`src/rtl/calc_rx_pkg.sv`:
```
// Shared types and frame geometry for the calculator serial frame receiver.
// Latency: n/a (declarations only).
// Backpressure: n/a.
package calc_rx_pkg;

    typedef enum logic [1:0] {
        IDLE  = 2'd0,
        SHIFT = 2'd1,
        DONE  = 2'd2
    } rx_state_t;

    localparam int SEL_W   = 4;
    localparam int FLAGS_W = 4;

    // Frame = A, B, Sel, Flags, Result, MSB first.
    function automatic int calc_flen(input int inbits);
        return SEL_W + FLAGS_W + 3 * inbits;
    endfunction

    function automatic int calc_beats(input int inbits, input int sbits);
        return calc_flen(inbits) / sbits;
    endfunction

    // Bit offsets of the top bit of each field within the assembled frame.
    function automatic int off_a(input int inbits);
        return calc_flen(inbits) - 1;
    endfunction

    function automatic int off_b(input int inbits);
        return calc_flen(inbits) - 1 - inbits;
    endfunction

    function automatic int off_sel(input int inbits);
        return inbits + FLAGS_W + SEL_W - 1;
    endfunction

    function automatic int off_flags(input int inbits);
        return inbits + FLAGS_W - 1;
    endfunction

    function automatic int off_res(input int inbits);
        return inbits - 1;
    endfunction

endpackage

```
`src/rtl/calc_rx_edge.sv`:
```
// Rising-edge detector for the calculator's divided transmit clock.
// Latency: strobe is combinational from the current ClkTx level vs. its one-cycle-old copy.
// Backpressure: none; one strobe per ClkTx rising edge.
module calc_rx_edge (
    input  logic clk,
    input  logic reset,
    input  logic clktx,
    output logic stb
);

    logic clktx_q;

    // Keep last cycle's ClkTx level to spot the low-to-high transition.
    always_ff @(posedge clk) begin
        if (reset) begin
            clktx_q <= 1'b0;
        end else begin
            clktx_q <= clktx;
        end
    end

    assign stb = clktx & ~clktx_q;

endmodule

```
`src/rtl/calc_serial_rx.sv`:
```
// Receives serial calculator frames (A, B, Sel, Flags, Result) beat by beat on ClkTx edges.
// Latency: FrameValid and Rx* update 1 Clk after the last beat's sampling cycle.
// Backpressure: none; DoutValid drop mid-frame aborts with FrameErr. Optional stats: CALC_RX_STATS_EN.
module calc_serial_rx
    import calc_rx_pkg::*;
#(
    parameter int INBITS = 8,
    parameter int SBITS  = 4
) (
    input  logic               Clk,
    input  logic               Reset,
    input  logic               ClkTx,
    input  logic               DoutValid,
    input  logic [SBITS-1:0]   DataOut,
    output logic [INBITS-1:0]  RxA,
    output logic [INBITS-1:0]  RxB,
    output logic [SEL_W-1:0]   RxSel,
    output logic [FLAGS_W-1:0] RxFlags,
    output logic [INBITS-1:0]  RxResult,
    output logic               FrameValid,
    output logic               FrameErr,
    output logic               RxBusy
`ifdef CALC_RX_STATS_EN
    ,
    output logic [15:0]        FrameCnt,
    output logic [15:0]        ErrCnt
`endif
);

    localparam int FLEN  = calc_flen(INBITS);
    localparam int BEATS = calc_beats(INBITS, SBITS);
    localparam int CW    = $clog2(BEATS + 1);

    generate
        if (FLEN % SBITS != 0) begin : g_bad_geometry
            $error("calc_serial_rx: frame length must be a whole number of beats");
        end
    endgenerate

    rx_state_t            state;
    logic [CW-1:0]        cnt;
    // Only the first BEATS-1 beats need storing; the last beat is merged on the fly.
    logic [FLEN-SBITS-1:0] shreg;
    logic [FLEN-1:0]      shift_next;
    logic                 beat_stb;
    // need_low: a fresh frame may only start after DoutValid has been seen low.
    logic                 need_low;
    // post_frame: need_low was armed by a completed frame (not by reset).
    logic                 post_frame;
    // overrun: extra valid beats arrived after a completed frame.
    logic                 overrun;

    calc_rx_edge u_edge (
        .clk   (Clk),
        .reset (Reset),
        .clktx (ClkTx),
        .stb   (beat_stb)
    );

    assign shift_next = {shreg, DataOut};

    // Frame reception FSM with registered status and field outputs.
    always_ff @(posedge Clk) begin
        if (Reset) begin
            state      <= IDLE;
            cnt        <= '0;
            shreg      <= '0;
            RxA        <= '0;
            RxB        <= '0;
            RxSel      <= '0;
            RxFlags    <= '0;
            RxResult   <= '0;
            FrameValid <= 1'b0;
            FrameErr   <= 1'b0;
            RxBusy     <= 1'b0;
            need_low   <= 1'b1;
            post_frame <= 1'b0;
            overrun    <= 1'b0;
        end else begin
            FrameValid <= 1'b0;
            FrameErr   <= 1'b0;
            case (state)
                IDLE: begin
                    if (need_low) begin
                        if (!DoutValid) begin
                            need_low   <= 1'b0;
                            post_frame <= 1'b0;
                            overrun    <= 1'b0;
                            FrameErr   <= overrun;
                        end else if (beat_stb && post_frame) begin
                            overrun <= 1'b1;
                        end
                    end else if (beat_stb && DoutValid) begin
                        shreg  <= shift_next[FLEN-SBITS-1:0];
                        cnt    <= CW'(1);
                        state  <= SHIFT;
                        RxBusy <= 1'b1;
                    end
                end
                SHIFT: begin
                    if (!DoutValid) begin
                        FrameErr <= 1'b1;
                        cnt      <= '0;
                        state    <= IDLE;
                        RxBusy   <= 1'b0;
                    end else if (beat_stb) begin
                        shreg <= shift_next[FLEN-SBITS-1:0];
                        cnt   <= cnt + 1'b1;
                        if (cnt == CW'(BEATS - 1)) begin
                            RxA        <= shift_next[off_a(INBITS)     -: INBITS];
                            RxB        <= shift_next[off_b(INBITS)     -: INBITS];
                            RxSel      <= shift_next[off_sel(INBITS)   -: SEL_W];
                            RxFlags    <= shift_next[off_flags(INBITS) -: FLAGS_W];
                            RxResult   <= shift_next[off_res(INBITS)   -: INBITS];
                            FrameValid <= 1'b1;
                            state      <= DONE;
                            need_low   <= 1'b1;
                            post_frame <= 1'b1;
                            overrun    <= 1'b0;
                        end
                    end
                end
                DONE: begin
                    state  <= IDLE;
                    cnt    <= '0;
                    RxBusy <= 1'b0;
                    if (!DoutValid) begin
                        need_low   <= 1'b0;
                        post_frame <= 1'b0;
                    end else if (beat_stb) begin
                        overrun <= 1'b1;
                    end
                end
                default: begin
                    state  <= IDLE;
                    cnt    <= '0;
                    RxBusy <= 1'b0;
                end
            endcase
        end
    end

`ifdef CALC_RX_STATS_EN
    // Saturating good-frame and error counters.
    always_ff @(posedge Clk) begin
        if (Reset) begin
            FrameCnt <= '0;
            ErrCnt   <= '0;
        end else begin
            if (FrameValid && FrameCnt != 16'hFFFF) begin
                FrameCnt <= FrameCnt + 16'd1;
            end
            if (FrameErr && ErrCnt != 16'hFFFF) begin
                ErrCnt <= ErrCnt + 16'd1;
            end
        end
    end
`endif

endmodule

```
`config.mk`:
```
export PLATFORM = sky130hd
export DESIGN_NAME = calc_serial_rx
export DESIGN_NICKNAME = d
export VERILOG_FILES = /design/src/rtl/calc_rx_pkg.sv /design/src/rtl/calc_rx_edge.sv /design/src/rtl/calc_serial_rx.sv
export SDC_FILE = /design/constraint.sdc
export NUM_CORES = 1
export LEC_CHECK = 0
export CELL_PAD_IN_SITES_DETAIL_PLACEMENT = 2
export CELL_PAD_IN_SITES_GLOBAL_PLACEMENT = 2
export CORE_MARGIN = 8
export CORE_UTILIZATION = 32
export CTS_BUF_LIST = sky130_fd_sc_hd__clkbuf_16
export DETAILED_ROUTE_END_ITERATION = 7
export GPL_ROUTABILITY_DRIVEN = 1
export PLACE_DENSITY_LB_ADDON = 0.3
export SETUP_SLACK_MARGIN = 0.05
export SLEW_MARGIN = 20
export SYNTH_ARGS = -nofsm -noshare
export SYNTH_HDL_FRONTEND = slang
export SYNTH_SLANG_ARGS = --single-unit
```
`constraint.sdc`:
```
create_clock -name Clk -period 2.6 [get_ports Clk]
set_clock_uncertainty 0.2 [all_clocks]
set_input_delay 0.52 -clock Clk [delete_from_list [all_inputs] [get_ports Clk]]
set_output_delay 0.52 -clock Clk [all_outputs]
set_load 0.05 [all_outputs]
```
==> metrics <==
Routed Antenna Nets 0; Worst R2R End shreg[7]; Yosys cell types 38; Levels on crit path 1; Max Slew Vio Count 0; Max stage delay cell, worst path clkdlybuf4s50_1; Num CTS Buffers 9; Die Span Y 110.2 µm; Core ar. 0.008678 mm²; initial detailed-routing violation count 68; Placement Setup Slack 0.2199 ns; WP data arrival 1.50 ns; syn_area_per_cell 9.125 µm²; Worst Hold Class reg2reg; first-pass iteration count of the detailed router 4; EDFF count, synth 0; CTS Buffer Depth 2; Design Area, Final 0.003680 mm²; fin worst setup slack 0.3802 ns; post-route core utilization 42.40%; die area 0.01214 mm²; reg2reg setup slack 0.44 ns; metal3 WL 387 µm; crit path cell chain clkdlybuf4s50_1; Sink Count 73; nets 364; top_reg_cell synth dfxtp_1; vias in the first global route 2454; DR vias 2308; # rows 34; hold_buf cts 0; later-pin clock latency in the skew report 0.33 ns; synthesized area 0.002838 mm²; worst vdd ir 0.2764 mV; Via density 4.974; CTS Root Cell clkbuf_16; outcome complete, no violations; Layout area overhead 29.67%; WP buf/inv 1; fraction of registers with async set/reset 0%; crit-path max FO 2; critical path capture point RxA[6]; share of cells above drive strength 1 7.865%; Syn Inst Count 311; post-CTS setup buffers 0; final WL 7464 µm; Top Ports 43; metal2 WL 3293 µm; Rel. slew slack 64.21%; Top Layer Used met4; RSZ-0062 raised after global routing false; All-Layer GR Usage 13.11%; Synthesized Nets 324; Seq cells post-synth 73; synth warn 0; r2r worst-path depth 7; Slew @ Worst Pin 0.5352 ns; initial core utilization 32.70%; first-pass GRT wire length 12450 µm; endpoints failing hold 0; Die X 110.2 µm; Post-Route M1 WL 3673 µm; LEAKAGE 1.254 nW; cts repair resizes 0; Reg clk slew, reported paths 0.06 ns; DRC 0; pwr dens 768.5 mW/mm²; CP startpoint kind flop; critical path required time 1.88 ns; Port Buf Inserts 42; CP max stage delay 0.84 ns; CTS tree built; final worst-path cycle share 85.38%; crit-path leading delay family buffers and inverters; reg2reg start state[1]; Antenna Cells 0; H-tree Lvls 3; Max-cap violations 0; RD Place Congestion 0.7189; Achievable Freq 450.5 MHz; post-DP HPWL 4932 µm; post-layout min period 2.220 ns; initial antenna violation count 0; Post-Place Cell Area 0.003336 mm²; total gr overflow 0; crit path kind reg2out; sequential-to-total area share from yosys stat 51.50%; WL/cell 16.09 µm; pin count of the biggest net entering global routing 63; final setup fails 0; Setup TNS Final 0 ns; launch point of the worst path RxA[6]; crit end category output port
kinds of logic (layout without fill, tap and decap cells):
| kind of cell | Yosys count | in the layout | synth area share (%) |
|---|---|---|---|
| AO/OA/AOI/OAI | 59 | 59 | 12.21 |
| adder cells (fa/ha/maj) | 5 | 5 | 2.205 |
| buffers and inverters | 25 | 70 | 5.688 |
| flip-flops | 73 | 73 | 51.50 |
| multiplexers | 28 | 28 | 9.877 |
| AND/OR/NAND/NOR | 121 | 121 | 18.52 |
final cells by class:
cell class	instances	area [µm²]
fillers	934	4999
multi-input cells	213	1215
well taps	108	135.1
repair buffers	49	505.5
clock buffers	9	225.2
clock inverters	7	118.9
inverters	5	18.77
flip-flops and latches	73	1461
cells in the mapped netlist (2+ instances only):
library cell | count | area (µm²)
nand3_1 | 5 | 25.02
buf_4 | 3 | 22.52
ha_1 | 5 | 62.56
or3_1 | 2 | 12.51
inv_1 | 5 | 18.77
nor2b_1 | 2 | 12.51
a31oi_1 | 3 | 18.77
buf_2 | 6 | 30.03
nand4_1 | 2 | 12.51
a21oi_1 | 41 | 205.2
buf_12 | 3 | 60.06
nand3b_1 | 3 | 22.52
clkbuf_1 | 8 | 30.03
o21ai_0 | 3 | 15.01
nand2_1 | 68 | 255.2
nor2_1 | 31 | 116.4
dfxtp_1 | 73 | 1461
mux2i_1 | 28 | 280.3
cells in the final DEF, fill, tap and decap left out, drive strengths merged:
cell type and instances:
and3b 1, nand2 68, nor3 1, o21ba 1
o41ai 1, and2b 2, nor2 31, a21oi 41
ha 5, clkinv 2, and4 1, mux2i 28
a311oi 1, nand3b 3, a211oi 1, nand2b 1
a32oi 1, a31oi 3, inv 5, nand4 2
dfxtp 73, nor2b 2, nand3 5, buf 8
o221a 1, and4bb 1, or3 2, and3 1
o21ai 4, a21o 2, a41o 1, o22ai 1
clkinvlp 2, clkdlybuf4s50 41, clkbuf 9, bufinv 3
o22a 1
sequential cells by signal, summed over array words and instances, names as in the netlist, 2 cells and up:
signal and cells:
RxA 8, state 2, RxSel 4, RxFlags 4, RxB 8, cnt 4
shreg 28, RxResult 8
routing by layer:
layer / GRT usage, % / up-vias
met5: 0 / -
met1: 16.84 / 1129
met4: 5.994 / 0
met2: 19.86 / 36
met3: 3.895 / 10
li1: - / 1133
stage by stage:
stage	power [mW]	instances	hold WS [ns]
finish	2.828	464	0.2578
global route	2.936	464	0.2846
detailed placement	1.428	448	0.2497
floorplan	1.367	311	0.2312
global placement	1.422	448	0.2431
CTS	2.866	464	0.2619
report_power, final:
group          total [mW]  internal [mW]  switching [mW]
logic               0.241         0.0988           0.143
registers            1.16           1.14          0.0197
clock network        1.42          0.937           0.487
how the worst min path moves through the flow:
stage | cells past startpoint | slack (ns) | start | to
2_1_floorplan | 2 | 0.23 | shreg[26] | RxA[6]
3_3_place_gp | 2 | 0.24 | RxA[4] | RxA[4]
3_5_place_dp | 2 | 0.25 | RxSel[3] | RxSel[3]
4_1_cts | 2 | 0.26 | RxResult[4] | RxResult[4]
5_1_grt | 2 | 0.28 | RxResult[6] | RxResult[6]
6_report | 2 | 0.26 | RxB[3] | RxB[3]
(Power assumes the default switching activity.)
